[src/rtl/wisc_hazard_pkg.sv]
// Shared types for the decode data-hazard unit: the scoreboard entry layout
// and the register-identifier width it is built around.
package wisc_hazard_pkg;

    localparam int REG_W    = 3;
    localparam int FWD_NONE = 0;

    typedef struct packed {
        logic             v;
        logic [REG_W-1:0] rd;
        logic             ld;
    } sb_entry_t;

endpackage

[src/rtl/hazard_match.sv]
// Compares one decode source identifier against every scoreboard entry and
// reports any hit, a load-use hit in stage 1, and the youngest hitting stage.
module hazard_match
    import wisc_hazard_pkg::*;
#(
    parameter int DEPTH = 3,
    parameter int ELIG  = 2,
    parameter int SEL_W = 2
) (
    input  logic                  id_valid,
    input  logic                  src_valid,
    input  logic [REG_W-1:0]      src,
    input  sb_entry_t [DEPTH:1]   entries,
    output logic                  any_match,
    output logic                  load_use,
    output logic [SEL_W-1:0]      sel
);

    // NOTE: every output gets a default before the loop so no path leaves it
    // unassigned and no latch is inferred.
    always_comb begin
        any_match = 1'b0;
        load_use  = 1'b0;
        sel       = SEL_W'(FWD_NONE);
        // Walk oldest to youngest so the last hit written is the youngest stage.
        for (int k = DEPTH; k >= 1; k--) begin
            if (k <= ELIG && src_valid && id_valid &&
                entries[k].v && entries[k].rd == src) begin
                any_match = 1'b1;
                sel       = SEL_W'(k);
                if (k == 1) load_use = entries[1].ld;
            end
        end
    end

endmodule

[src/rtl/hazard_scoreboard.sv]
// Decode-side hazard unit: tracks in-flight destinations in a shift-register
// scoreboard and derives stall, forwarding selects, fire and a stall counter.
module hazard_scoreboard #(
    parameter int REG_W       = wisc_hazard_pkg::REG_W,
    parameter int DEPTH       = 3,
    parameter int FWD         = 1,
    parameter int RF_BYPASS   = 1,
    parameter int FLUSH_DEPTH = 1,
    parameter int CNT_W       = 16,
    parameter int SEL_W       = $clog2(DEPTH + 1)
) (
    input  logic             clk,
    input  logic             rst_n,
    input  logic             id_valid,
    input  logic [REG_W-1:0] id_rs,
    input  logic [REG_W-1:0] id_rt,
    input  logic [REG_W-1:0] id_rd,
    input  logic             id_rs_valid,
    input  logic             id_rt_valid,
    input  logic             id_rd_valid,
    input  logic             id_is_load,
    input  logic             hold,
    input  logic             flush,
    output logic             stall,
    output logic             id_fire,
    output logic [SEL_W-1:0] fwd_rs,
    output logic [SEL_W-1:0] fwd_rt,
    output logic [CNT_W-1:0] stall_count
);

    import wisc_hazard_pkg::*;

    localparam int ELIG = DEPTH - RF_BYPASS;

    sb_entry_t [DEPTH:1] entries;
    sb_entry_t [DEPTH:1] entries_nxt;

    logic             rs_any, rs_lu, rt_any, rt_lu;
    logic [SEL_W-1:0] rs_sel, rt_sel;

    hazard_match #(.DEPTH(DEPTH), .ELIG(ELIG), .SEL_W(SEL_W)) u_match_rs (
        .id_valid  (id_valid),
        .src_valid (id_rs_valid),
        .src       (id_rs),
        .entries   (entries),
        .any_match (rs_any),
        .load_use  (rs_lu),
        .sel       (rs_sel)
    );

    hazard_match #(.DEPTH(DEPTH), .ELIG(ELIG), .SEL_W(SEL_W)) u_match_rt (
        .id_valid  (id_valid),
        .src_valid (id_rt_valid),
        .src       (id_rt),
        .entries   (entries),
        .any_match (rt_any),
        .load_use  (rt_lu),
        .sel       (rt_sel)
    );

    always_comb begin
        stall  = 1'b0;
        fwd_rs = '0;
        fwd_rt = '0;
        if (FWD == 0) begin
            stall = rs_any | rt_any;
        end else begin
            // Only a load in stage 1 cannot be forwarded; selects are parked while stalled.
            stall = rs_lu | rt_lu;
            if (!stall) begin
                fwd_rs = rs_sel;
                fwd_rt = rt_sel;
            end
        end
    end

    assign id_fire = id_valid & ~stall & ~hold & ~flush;

    always_comb begin
        entries_nxt = entries;
        if (!hold) begin
            for (int k = DEPTH; k >= 2; k--) entries_nxt[k] = entries[k-1];
            entries_nxt[1].v  = id_fire & id_rd_valid;
            entries_nxt[1].rd = id_rd;
            entries_nxt[1].ld = id_is_load;
        end
        // Flush clears the youngest stages after the shift, so it also works under hold.
        if (flush) begin
            for (int k = 1; k <= DEPTH; k++) begin
                if (k <= FLUSH_DEPTH) entries_nxt[k].v = 1'b0;
            end
        end
    end

    // NOTE: only the valid bits matter after reset, but the array is tiny, so
    // the whole entry is cleared rather than leaving rd/ld unreset.
    always_ff @(posedge clk or negedge rst_n) begin
        if (!rst_n) begin
            entries <= '0;
        end else begin
            // NOTE: state is updated with non-blocking assignments so every
            // register samples pre-edge values regardless of statement order.
            entries <= entries_nxt;
        end
    end

    always_ff @(posedge clk or negedge rst_n) begin
        if (!rst_n) begin
            stall_count <= '0;
        end else if (stall && !hold && !flush && !(&stall_count)) begin
            stall_count <= stall_count + CNT_W'(1);
        end
    end

endmodule

[config.mk]
export PLATFORM = sky130hd
export DESIGN_NAME = hazard_scoreboard
export DESIGN_NICKNAME = d
export VERILOG_FILES = /design/src/rtl/wisc_hazard_pkg.sv /design/src/rtl/hazard_match.sv /design/src/rtl/hazard_scoreboard.sv
export SDC_FILE = /design/constraint.sdc
export NUM_CORES = 1
export LEC_CHECK = 0
export ABC_AREA = 1
export BUFFER_PORTS_ARGS = -buffer_cell sky130_fd_sc_hd__buf_2
export CAP_MARGIN = 10
export CORE_MARGIN = 4
export CORE_UTILIZATION = 30
export DETAILED_ROUTE_END_ITERATION = 7
export SLEW_MARGIN = 20
export SYNTH_ARGS = -nofsm -noshare
export SYNTH_HDL_FRONTEND = slang
export SYNTH_SLANG_ARGS = --single-unit
export TNS_END_PERCENT = 50
[constraint.sdc]
create_clock -name clk -period 2.8 [get_ports clk]
set_clock_uncertainty 0.2 [all_clocks]
set_input_delay 0.28 -clock clk [delete_from_list [all_inputs] [get_ports clk]]
set_output_delay 0.28 -clock clk [all_outputs]
set_load 0.01 [all_outputs]
# Yosys cells after proc, flatten, opt, wreduce, memory -nomap -nowiden

Index checks and enable logic that the tools add are counted.

Output and inout bits: 22
Bits of input ports: 18
Logic and storage cells: 47
Flip-flop bits (word level): 25

Reduce and logical (&&, ||, !) cells: 17
Add/subtract/negate cells: 1
Multiplexer cells: 10
Equal/unequal tests: 5
Bitwise operators: 8

Operators by type and width:

| kind                                                                     | number |
|---|---|
| 16-bit by 1-bit adder with 16-bit output (second input constant)         | 1 |
| 16-bit AND reduction                                                     | 1 |
| 1-bit logical AND                                                        | 13 |
| 3-bit == test                                                            | 4 |
| 2-bit two-way mux                                                        | 6 |
| 5-bit two-way mux                                                        | 1 |
| 1-bit AND                                                                | 4 |
| 1-bit zero test                                                          | 3 |
| 1-bit two-way mux                                                        | 3 |
| 1-bit NOT                                                                | 3 |
| 2-bit by 1-bit inequality test with 1-bit output (second input constant) | 1 |
| 1-bit bitwise OR                                                         | 1 |

# Longest topological paths before layout

Gate-level depths: netlist of run 1.

Word-level depth: 12
Gate-level depth with buffers: 10
Mapped depth without buffers: 9

# By module

From an unflattened synthesis of run 1, not the netlist that was laid out.

Cell total of the unflattened synthesis: 288
Area total of the unflattened synthesis: 2035.7 µm²

Modules (own cells, without submodules):

| module            | sequential area each (µm²) | times used | cells each | area an instance (µm²) |
|---|---|---|---|---|
| hazard_scoreboard | 775.7                      | 1          | 214        | 1715.4 |
| hazard_match      | 0.0                        | 2          | 37         | 160.2 |

# Worst setup path before layout of run 1

Ideal clock, no wire load.

Path type: register to register
Start: register stall_count[0]
End: register stall_count[0]
Setup slack: 1.001 ns
Cell stages (with the launch flop): 10
Required time: 2.483 ns
Setup time: 0.117 ns
Clock period less this slack: 1.799 ns
Path buffers: 1
Arrival time: 1.482 ns
Cell sequence: dfrtp_1 > ha_1 > nand3_2 > nor2_4 > nand2_2 > nor2_4 > nand2_4 > buf_2 > nand4_1 > nand2_1

Longest elaborated chain between the ends: 3
Elaborated cells between the ends (all ways): 4
Those cells by class: 1 x add/sub; 3 x reduce/logical

RTL lines:

| element                                                                                          | RTL line                 | text |
|---|---|---|
| start: declaration                                                                               | hazard_scoreboard.sv:28  | `output logic [CNT_W-1:0] stall_count` |
| start signal: assignment                                                                         | hazard_scoreboard.sv:111 | `stall_count <= stall_count + CNT_W'(1);` |
| parallel branches: the longest is 3 deep, another holds 16-bit by 1-bit adder with 16-bit output | n/a                      |  |

Parallel ways; which one is timed is not known.
A chain may end at the register's enable or synchronous reset.

# Worst setup path in the final report of run 1

Start: register entries[1] (netlist name)
End: output port id_fire

Longest elaborated chain between the ends: 8
Elaborated cells between the ends (all ways): 11
Those cells by class: 2 x eq/ne; 2 x mux; 5 x bitwise; 2 x reduce/logical

RTL lines:

| element                     | RTL line                | text |
|---|---|---|
| 3-bit == test               | hazard_match.sv:28      | `entries[k].v && entries[k].rd == src) begin` |
| 1-bit logical AND           | hazard_match.sv:28      |  |
| 1-bit two-way mux           | hazard_match.sv:27      | `if (k <= ELIG && src_valid && id_valid &&` |
| 1-bit bitwise OR (*)        | hazard_scoreboard.sv:69 | `stall = rs_lu \| rt_lu;` |
| 1-bit NOT (*)               | hazard_scoreboard.sv:77 | `assign id_fire = id_valid & ~stall & ~hold & ~flush;` |
| 1-bit AND (*) (3 in series) | hazard_scoreboard.sv:77 |  |
| end: declaration            | hazard_scoreboard.sv:25 | `output logic id_fire,` |

Every way passes the cells marked *; elsewhere a longest branch is shown, timed or not.

==> impl_results.md, run 1 <==
- Clock Latency Late Sink: 270 ps
- Max Freq: 430.8 MHz
- Cell Count, Final, Fillers Out: 347
- Worst-margin pin slew: 575.8 ps
- Pwr Density: 347.8 mW/mm²
- CTS sink cnt: 25
- Post-CTS Hold Fix Bufs: 1
- Worst R2R End: stall_count[11]$_DFFE_PN0P_
- Placement Rows: 26
- R2r setup slk: 740 ps
- Total global routing overflow: 0
- Crit path from: entries[1]$_DFFE_PN0N_
- Synthesized area per cell: 6.955 µm²
- Wire per inst: 11.97 µm
- Post-Syn Instances: 238
- DIE WIDTH: 82.28 µm
- Worst Path Max Fanout: 16
- HP Class: in -> reg
- Vias/cell: 4.634
- I/O pins: 40
- Post-synth top area share: 37.79%
- DR pass1 iterations: 4
- Synth async-reset ratio: 100.0%
- DRC violations left: 0
- Primary FF master, synth: dfrtp_1
- Worst reg2reg path depth: 9
- RD Place Congestion: 0.7997
- Total global-route track usage: 13.18%
- Final Hold Viols: 0
- CTS root buf: clkbuf_8
- Hold Path Stages: 2
- Area leader, netlist: dfrtp_1
- Core area: 0.005238 mm²
- Area grow syn2layout: 18.97%
- CTS clk-pin slew, worst paths: 90 ps
- Initial antenna violation count: 0
- Leakage: 1.043 nW
- Max-Cap Viols: 0
- Slew Limit Fails: 0
- Vias in the first global route: 1574
- TritonCTS Buffers: 3
- Layout cell share with drive strength beyond 1: 19.86%
- Sequential element share of the synthesized area: 37.79%
- Post-synth cell types: 24
- Synth top cells by count: 91 x nand2_1, 29 x nor2_1, 25 x dfrtp_1
- Crit path kind: reg -> out
- Period utilization: 82.89%
- Fin Setup TNS: 0 ps
- Syn_nets: 257
- Placed Cells incl. Taps: 342
- Ranking of synthesized cells by area: dfrtp_1 38%, nand2_1 21%, nand4_1 8.7%
- Initial Util: 31.61%
- Area of the multi-input gates: 912.1 µm²
- Antenna-violating nets left: 0
- Postcts setup bufs: 0
- Hold path endpoint: entries[0]$_DFFE_PN0N_
- Vias after detailed routing: 1608
- EDFF count, synth: 0
- Register area: 625.6 µm²
- Fillers: 568
- Nets: 297
- Relative slew margins: 61.61%
- Post-Syn Area: 0.001655 mm²
- Port buffer count: 39
- Final min period: 2321 ps
- Clock buffer depth: 2
- CP Capture Type: output pin
- Synth Register Bits: 25
- ANT cells: 0
- Crit path arrival time: 1840 ps
- Drt initial violations: 82
- Largest net degree at the start of global routing: 26
- Die Y-Extent: 82.28 µm
- RSZ-0062 raised after global routing: false
- Critical R2R Launch: entries[1]$_DFFE_PN0N_
- H-tree levels: 1
- First-pass GRT wire length: 7.086 mm
- Required @ worst endpoint: 2320 ps
- Hold_sp: id_is_load
- Synth warnings: 0
- Maximum VDD drop: 0.0001743 V
- Post-CTS sizing: 0
- DP Wirelength: 3.194 mm
- Final setup violation count: 0
- Die ar.: 0.006770 mm²
- Total power: 0.6849 mW
- Final wirelength: 4.152 mm
- Run status: completed
- TritonCTS clock tree: yes
- CP Launch Type: flip-flop
- Dominant cell by count in the synthesized netlist: nand2_1
[sequential cells by signal (all words and copies together), names as in the netlist]
signal and cells:
stall_count 16, entries 9
[kinds of logic after synthesis]
logic type	Yosys count	share of synthesized area, %
flip-flops	25	37.79
AND/OR/NAND/NOR	161	44.07
multiplexers	1	0.6802
buffers and inverters	28	7.105
XOR/XNOR	13	6.878
adder cells (fa/ha/maj)	1	0.7557
AO/OA/AOI/OAI	9	2.721
[worst max-delay path: stages, from the launching register on]
cell and delay (ps):
dfrtp_1 410, inv_2 80, nand2_1 50, nand2_1 70, nor2_1 60, nand3_1 80
nand2_1 350, nor3_1 280, buf_2 180
[metrics by stage]
| step | setup slack (ps) | util [%] | hold slack (ps) | area [µm²] |
|---|---|---|---|---|
| 2_1_floorplan | 1001 | - | -215.6 | 1655 |
| 3_3_place_gp | 788.8 | 36.55 | 105.8 | 1914 |
| 3_5_place_dp | 732.0 | 36.55 | 123.4 | 1914 |
| 4_1_cts | 475.8 | 37.60 | 46.95 | 1969 |
| 5_1_grt | 225.7 | 37.60 | 45.82 | 1969 |
| 6_report | 478.9 | 37.60 | 50.35 | 1969 |
[cell type report]
cell class,instances,area share (%)
multi-input cells,185,46.32
flip-flops and latches,25,31.77
repair buffers,42,11.18
well taps,70,4.447
inverters,21,4.003
clock buffers,4,2.287
[layout by cell type (no fill, tap or decap), drive strengths merged]
cell	count
a21oi	3
buf	41
clkbuf	4
dfrtp	25
dlygate4sd3	1
ha	1
inv	21
mux2	1
nand2	93
nand3	11
nand3b	1
nand4	23
nor2	31
nor3	2
o21ai	6
xnor2	8
xor2	5
[how the worst max path moves through the flow]
| stage | endpoint | cells after the start | slack (ps) |
|---|---|---|---|
| 2_1_floorplan | stall_count[0]$_DFFE_PN0P_ | 9 | 1000 |
| 3_3_place_gp | stall_count[11]$_DFFE_PN0P_ | 10 | 790 |
| 3_5_place_dp | stall_count[11]$_DFFE_PN0P_ | 9 | 730 |
| 4_1_cts | id_fire | 8 | 480 |
| 5_1_grt | id_fire | 8 | 230 |
| 6_report | id_fire | 8 | 480 |
[routing by layer]
metal / track usage (%) / part of all wire [%] / routed length [µm] / vias to the layer above
met4: 3.488 / 0.87 / 36 / 0
met3: 2.169 / 4.6 / 193 / 2
met1: 17.99 / 48 / 1973 / 736
met2: 21.47 / 47 / 1949 / 32
li1: - / - / - / 838
met5: 0 / 0 / 0 / -
[where the power goes]
part	total [mW]	leakage [nW]	switching, mW	internal [mW]
clock network	0.217	0.0228	0.115	0.102
registers	0.387	0.331	0.0133	0.373
logic	0.0815	0.689	0.0485	0.0330
No activity file was read; power rests on OpenSTA's default activity.
==> run 2: changes to the inputs <==
--- a/config.mk
+++ b/config.mk
@@ -5,7 +5,7 @@
 export SDC_FILE = /design/constraint.sdc
 export NUM_CORES = 1
 export LEC_CHECK = 0
-export ABC_AREA = 1
+export ABC_AREA = 0
 export BUFFER_PORTS_ARGS = -buffer_cell sky130_fd_sc_hd__buf_2
 export CAP_MARGIN = 10
 export CORE_MARGIN = 4
==> constraint.sdc (replaced) <==
create_clock -name clk -period 2.4 [get_ports clk]
set_clock_uncertainty 0.2 [all_clocks]
set_input_delay 0.24 -clock clk [delete_from_list [all_inputs] [get_ports clk]]
set_output_delay 0.24 -clock clk [all_outputs]
set_load 0.01 [all_outputs]
==> impl_results.md, run 2 <==
- HP Class: in -> reg (unchanged)
- Top sig layer: met4 (unchanged)
- Port buffer count: 39 (unchanged)
- Required @ worst endpoint: 1960 ps (was 2320 ps)
- RSZ-0062 raised after global routing: false (unchanged)
- Wire length on met2: 1.242 mm (was 1.949 mm)
- Final min period: 2226 ps
- Dominant cell by count in the synthesized netlist: dfrtp_1 (was nand2_1)
- TritonCTS clock tree: yes (unchanged)
- Synth warnings: 0 (unchanged)
- DP Wirelength: 2.285 mm (was 3.194 mm)
- Synth Register Bits: 25 (unchanged)
- First-pass GRT wire length: 4.961 mm (was 7.086 mm)
- Area grow syn2layout: 25.68% (was 18.97%)
- CP Capture Type: output pin (unchanged)
- Buf/Inv on CP: 2 (unchanged)
- Synth async-reset ratio: 100.0% (unchanged)
- Core area: 0.004324 mm² (was 0.005238 mm²)
- Layout cell share with drive strength beyond 1: 35.71% (was 19.86%)
- Drt initial violations: 12 (was 82)
- Max Freq: 449.3 MHz
- Vias/cell: 4.691 (was 4.634)
- M1 wire length: 1.355 mm (was 1.973 mm)
- TritonCTS Buffers: 3 (unchanged)
- Wire per inst: 12.97 µm (was 11.97 µm)
- Vias in the first global route: 1114 (was 1574)
- Worst Path Max Fanout: 4 (was 16)
- R2r setup slk: 270 ps (was 740 ps)
- Reg with most FFs: stall_count (unchanged)
- I/O pins: 40 (unchanged)
- Biggest regs: stall_count: 16 flops, entries: 9 flops (unchanged)
- CTS clk-pin slew, worst paths: 80 ps (was 90 ps)
- Total global-route track usage: 11.09% (was 13.18%)
- Worst reg2reg path depth: 5 (was 9)
- Final Hold Viols: 0 (unchanged)
- Slew Limit Fails: 0 (unchanged)
- Routed wl met3: 248 µm (was 193 µm)
- Placement Rows: 24 (was 26)
- Post-Syn Instances: 121 (was 238)
- Synthesized area per cell: 11.07 µm² (was 6.955 µm²)
- DR pass1 iterations: 4 (unchanged)
- Fillers: 435 (was 568)
- Antenna-violating nets left: 0 (unchanged)
- Initial Util: 30.99% (was 31.61%)
- Most common cell after layout, fill and taps aside: buf_2 (was nand2_1)
- Final worst slack: 174.2 ps (was 478.9 ps)
- ANT cells: 0 (unchanged)
- Clock buffer depth: 2 (unchanged)
- Register area: 625.6 µm² (unchanged)
- Final wirelength: 2.854 mm (was 4.152 mm)
- Total global routing overflow: 0 (unchanged)
- Leakage: 0.8607 nW (was 1.043 nW)
- Primary FF master, synth: dfrtp_1 (unchanged)
- Largest net degree at the start of global routing: 26 (unchanged)
- Area of the multi-input gates: 691.9 µm² (was 912.1 µm²)
- EDFF count, synth: 0 (unchanged)
- H-tree levels: 1 (unchanged)
- Synth top cells by count: 25 x dfrtp_1, 21 x xor2_1, 8 x mux2_2 (was 91 x nand2_1, 29 x nor2_1, 25 x dfrtp_1)
- Vias after detailed routing: 1032 (was 1608)
- Pwr Density: 469.3 mW/mm² (was 347.8 mW/mm²)
- Most frequent cells in the layout: 39 x buf_2, 25 x dfrtp_1, 21 x xor2_1 (was 91 x nand2_1, 39 x buf_2, 29 x nor2_1)
- Crit path cell chain: xor2_1 -> nor4_2 -> buf_4 -> o21ai_1 -> nand2_1 -> nor3_1 -> buf_2 (was inv_2 -> nand2_1 -> nand2_1 -> nor2_1 -> nand3_1 -> nand2_1 -> nor3_1 -> buf_2)
- Initial antenna violation count: 0 (unchanged)
- Maximum VDD drop: 0.0001709 V (was 0.0001743 V)
- DP Worst Slack: 263.5 ps (was 732.0 ps)
- Final setup violation count: 0 (unchanged)
- Ranking of synthesized cells by area: dfrtp_1 47%, xor2_1 14%, mux2_2 6.7% (was dfrtp_1 38%, nand2_1 21%, nand4_1 8.7%)
- Worst-margin pin slew: 551.9 ps (was 575.8 ps)
- RD Place Congestion: 0.8607 (was 0.7997)
- Crit-path leading delay family: simple AND/OR/NAND/NOR gates (unchanged)
- Run status: completed (unchanged)
- Period utilization: 92.74%
- Post-synth cell types: 26 (was 24)
- Crit path arrival time: 1790 ps (was 1840 ps)
- Worst path max stage delay: 430 ps (was 410 ps)
- Post-synth top area share: 46.69% (was 37.79%)
- Number of flip-flops in the largest register: 16 (unchanged)
- Die Y-Extent: 74.84 µm (was 82.28 µm)
- Worst path depth: 7 (was 8)
- DRC violations left: 0 (unchanged)
- Fin Setup TNS: 0 ps (unchanged)
- Clock Latency Late Sink: 260 ps (was 270 ps)
- Hold Path Stages: 2 (unchanged)
- DIE WIDTH: 74.84 µm (was 82.28 µm)
- Syn_nets: 140 (was 257)
- Die ar.: 0.005600 mm² (was 0.006770 mm²)
- Area leader, netlist: dfrtp_1 (unchanged)
- Max-Cap Viols: 0 (unchanged)
- Slowest-stage cell, CP: dfrtp_1 (unchanged)
- Post-Syn Area: 0.001340 mm² (was 0.001655 mm²)
- Nets: 188 (was 297)
- Sequential element share of the synthesized area: 46.69% (was 37.79%)
- CP Launch Type: flip-flop (unchanged)
- CTS root buf: clkbuf_8 (unchanged)
- CTS sink cnt: 25 (unchanged)
- Relative slew margins: 63.21% (was 61.61%)
- Crit path kind: reg -> out (unchanged)
run 2: changes by cell type in the layout (fill, tap and decap cells not counted), moves of 3 or more:
cell | previous run | this run
nor3_1 | 1 | 7
inv_2 | 3 | 0
a21oi_1 | 3 | 0
inv_1 | 18 | 3
nand4_1 | 23 | 5
nor4_1 | 0 | 5
nand2_1 | 91 | 7
o21ai_0 | 6 | 0
mux2_2 | 1 | 8
nor2_1 | 29 | 6
xor2_1 | 5 | 21
run 2: kinds of logic (layout without fill, tap and decap cells):
kind of cell	Yosys count	in the layout	synth area share, %
adders and majority gates	1	1	0.9336
buffers and inverters	5	52	1.681
xor gates and xnor gates	27	27	17.65
muxes	9	9	7.563
AOI/OAI and AO/OA	4	4	2.428
and+or+nand+nor	50	50	23.06
DFF	25	25	46.69
run 2: metal layers:
layer / global-route usage [%] / vias to the layer above
li1: - / 526
met1: 15.67 / 468
met2: 17.70 / 36
met3: 2.270 / 2
met4: 2.174 / 0
met5: 0 / -
run 2: cell type report:
cell class / count / area share, %
Timing Repair Buffer: 45 / 14.56
Clock buffer: 4 / 2.675
Multi-Input combinational cell: 91 / 41.08
Inverter: 3 / 0.6686
Sequential cell: 25 / 37.15
Tap cell: 52 / 3.863
run 2: timing repair:
action                    CTS  global route
resized for setup           0             0
buffers inserted            0             0
hold endpoints to repair   26             0
hold buffers                2             0
run 2: worst paths after layout:
kind,start,endpoint
worst min register to register,stall_count[10]$_DFFE_PN0P_,stall_count[10]$_DFFE_PN0P_
worst max-delay path,entries[2]$_DFFE_PN0N_,id_fire
worst min-delay path,id_rd[0],entries[1]$_DFFE_PN0N_
min in group asynchronous,rst_n,stall_count[15]$_DFFE_PN0P_
max in group asynchronous,rst_n,stall_count[6]$_DFFE_PN0P_
worst max register to register,entries[2]$_DFFE_PN0N_,stall_count[1]$_DFFE_PN0P_
run 2: power breakdown:
| part | internal [mW] | leakage [nW] | switching (mW) |
|---|---|---|---|
| Clock | 0.118 | 0.0228 | 0.124 |
| Sequential | 0.438 | 0.322 | 0.0202 |
| Combinational | 0.0473 | 0.516 | 0.0422 |
run 2: metrics by stage:
stage / area, µm² / cells / hold slack [ps] / total power [mW] / util [%]
floorplan: 1340 / 121 / -255.6 / 0.5150 / -
global placement: 1619 / 214 / 61.14 / 0.5548 / 37.44
detailed placement: 1619 / 214 / 65.11 / 0.5565 / 37.44
CTS: 1684 / 220 / 2.044 / 0.8059 / 38.95
global route: 1684 / 220 / 8.964 / 0.8305 / 38.95
finish: 1684 / 220 / 6.804 / 0.7904 / 38.95
==> run 3: changes to the inputs <==
==> constraint.sdc (replaced) <==
create_clock -name clk -period 2.8 [get_ports clk]
set_clock_uncertainty 0.2 [all_clocks]
set_input_delay 0.28 -clock clk [delete_from_list [all_inputs] [get_ports clk]]
set_output_delay 0.28 -clock clk [all_outputs]
set_load 0.01 [all_outputs]
==> impl_results.md, run 3 (same netlist as run 2, synthesis figures left out) <==
- Run status: completed (unchanged)
- CTS sink cnt: 25 (unchanged)
- Clock buffer depth: 2 (unchanged)
- Initial antenna violation count: 0 (unchanged)
- I/O pins: 40 (unchanged)
- Biggest regs: stall_count: 16 flops, entries: 9 flops (unchanged)
- ANT cells: 0 (unchanged)
- Vias after detailed routing: 1023 (was 1032)
- Required @ worst endpoint: 2750 ps (was 1960 ps)
- Vias/cell: 4.736 (was 4.691)
- Worst Path Max Fanout: 15 (was 4)
- Leakage: 0.8442 nW (was 0.8607 nW)
- Drt initial violations: 26 (was 12)
- Register area: 625.6 µm² (unchanged)
- TritonCTS Buffers: 3 (unchanged)
- RSZ-0062 raised after global routing: false (unchanged)
- Number of flip-flops in the largest register: 16 (unchanged)
- Layout cell share with drive strength beyond 1: 35.37% (was 35.71%)
- Vias in the first global route: 1093 (was 1114)
- Max Freq: 414.5 MHz
- Placement Rows: 24 (unchanged)
- Fin Setup TNS: 0 ps (unchanged)
- Period utilization: 86.16%
- HP Class: in -> reg (unchanged)
- Most common cell after layout, fill and taps aside: buf_2 (unchanged)
- Reg with most FFs: stall_count (unchanged)
- Final min period: 2413 ps
- Total global-route track usage: 10.64% (was 11.09%)
- Crit path arrival time: 2360 ps (was 1790 ps)
- CP Launch Type: flip-flop (unchanged)
- Area grow syn2layout: 23.34% (was 25.68%)
- DR pass1 iterations: 4 (unchanged)
- Final Hold Viols: 0 (unchanged)
- Core area: 0.004324 mm² (unchanged)
- Final wirelength: 2.746 mm (was 2.854 mm)
- Nets: 184 (was 188)
- Relative slew margins: 50.53% (was 63.21%)
- Final setup violation count: 0 (unchanged)
- DP Wirelength: 2.185 mm (was 2.285 mm)
- Total global routing overflow: 0 (unchanged)
- DIE WIDTH: 74.84 µm (unchanged)
- Die Y-Extent: 74.84 µm (unchanged)
- CTS root buf: clkbuf_8 (unchanged)
- Initial Util: 30.99% (unchanged)
- First-pass GRT wire length: 4.719 mm (was 4.961 mm)
- Final core occ: 38.22% (was 38.95%)
- Fillers: 439 (was 435)
- Post-CTS sizing: 0 (unchanged)
- CTS clk-pin slew, worst paths: 80 ps (about the same)
- Die ar.: 0.005600 mm² (unchanged)
- Max-Cap Viols: 0 (unchanged)
- DRC violations left: 0 (unchanged)
- CP Capture Type: flip-flop (was output pin)
- Cell Count, Final, Fillers Out: 216 (was 220)
- TritonCTS clock tree: yes (unchanged)
- Pwr Density: 409.4 mW/mm² (was 469.3 mW/mm²)
- Clock Latency Late Sink: 260 ps (about the same)
- Port buffer count: 39 (unchanged)
- Wire per inst: 12.71 µm (was 12.97 µm)
- RD Place Congestion: 0.9239 (was 0.8607)
- Total power: 0.6767 mW (was 0.7904 mW)
- Slew Limit Fails: 0 (unchanged)
- Min Hold Slack: 47.81 ps (was 6.804 ps)
- Maximum VDD drop: 0.0002406 V (was 0.0001709 V)
- Area of the multi-input gates: 691.9 µm² (unchanged)
- Antenna-violating nets left: 0 (unchanged)
- Worst-margin pin slew: 739.8 ps (was 551.9 ps)
- Most frequent cells in the layout: 39 x buf_2, 25 x dfrtp_1, 21 x xor2_1 (unchanged)
- Placed Cells incl. Taps: 211 (was 214)
- Crit path kind: reg -> reg (was reg -> out)
- H-tree levels: 1 (unchanged)
- Largest net degree at the start of global routing: 26 (unchanged)
## run 3: area by class of cell
cell class | count | area share (%)
clock inverter | 1 | 0.3028
clock buffer | 3 | 2.498
timing repair buffer | 41 | 12.87
sequential | 25 | 37.85
tap | 52 | 3.936
inverter | 3 | 0.6813
multi-input combinational | 91 | 41.86
## run 3: worst max-delay path: stages, from the launching register on
cell,delay [ps]
dfrtp_1,430
xor2_1,160
nor4_2,470
o211ai_2,400
nor2_1,300
mux2_1,350
## run 3: repair_timing
action,4_1_cts,5_1_grt
hold buffers,1,0
setup buffers,0,0
hold endpoints to repair,25,0
## run 3: per-stage QoR
| step | setup slack (ps) | area (µm²) |
|---|---|---|
| after floorplan | 725.1 | 1340 |
| after global placement | 465.0 | 1597 |
| after detailed placement | 368.4 | 1597 |
| after CTS | 355.5 | 1653 |
| after global routing | 207.8 | 1653 |
| final | 387.4 | 1653 |
## run 3: power by group
group | internal, mW | switching (mW) | leakage [nW]
logic | 0.0396 | 0.0360 | 0.496
clock network | 0.0994 | 0.110 | 0.0255
registers | 0.375 | 0.0169 | 0.322
## run 3: path summary, 6_finish.rpt
kind,from,endpoint,slack (ps),cells past startpoint
hold reg to reg,stall_count[15]$_DFFE_PN0P_,stall_count[15]$_DFFE_PN0P_,310,1
max in group asynchronous,rst_n,entries[7]$_DFFE_PN0N_,1700,2
setup reg to reg,entries[3]$_DFFE_PN0N_,stall_count[1]$_DFFE_PN0P_,390,5
setup / recovery,entries[3]$_DFFE_PN0N_,stall_count[1]$_DFFE_PN0P_,390,5
hold / removal,id_rd_valid,entries[4]$_DFFE_PN0P_,50,3
min in group asynchronous,rst_n,stall_count[4]$_DFFE_PN0P_,330,2
## run 3: per-layer routing
metal | global-route usage (%) | vias to the layer above | wire length (µm)
met3 | 2.937 | 0 | 259
met4 | 1.186 | 0 | 0
met2 | 18.76 | 38 | 1236
li1 | - | 511 | -
met5 | 0 | - | 0
met1 | 13.41 | 474 | 1250
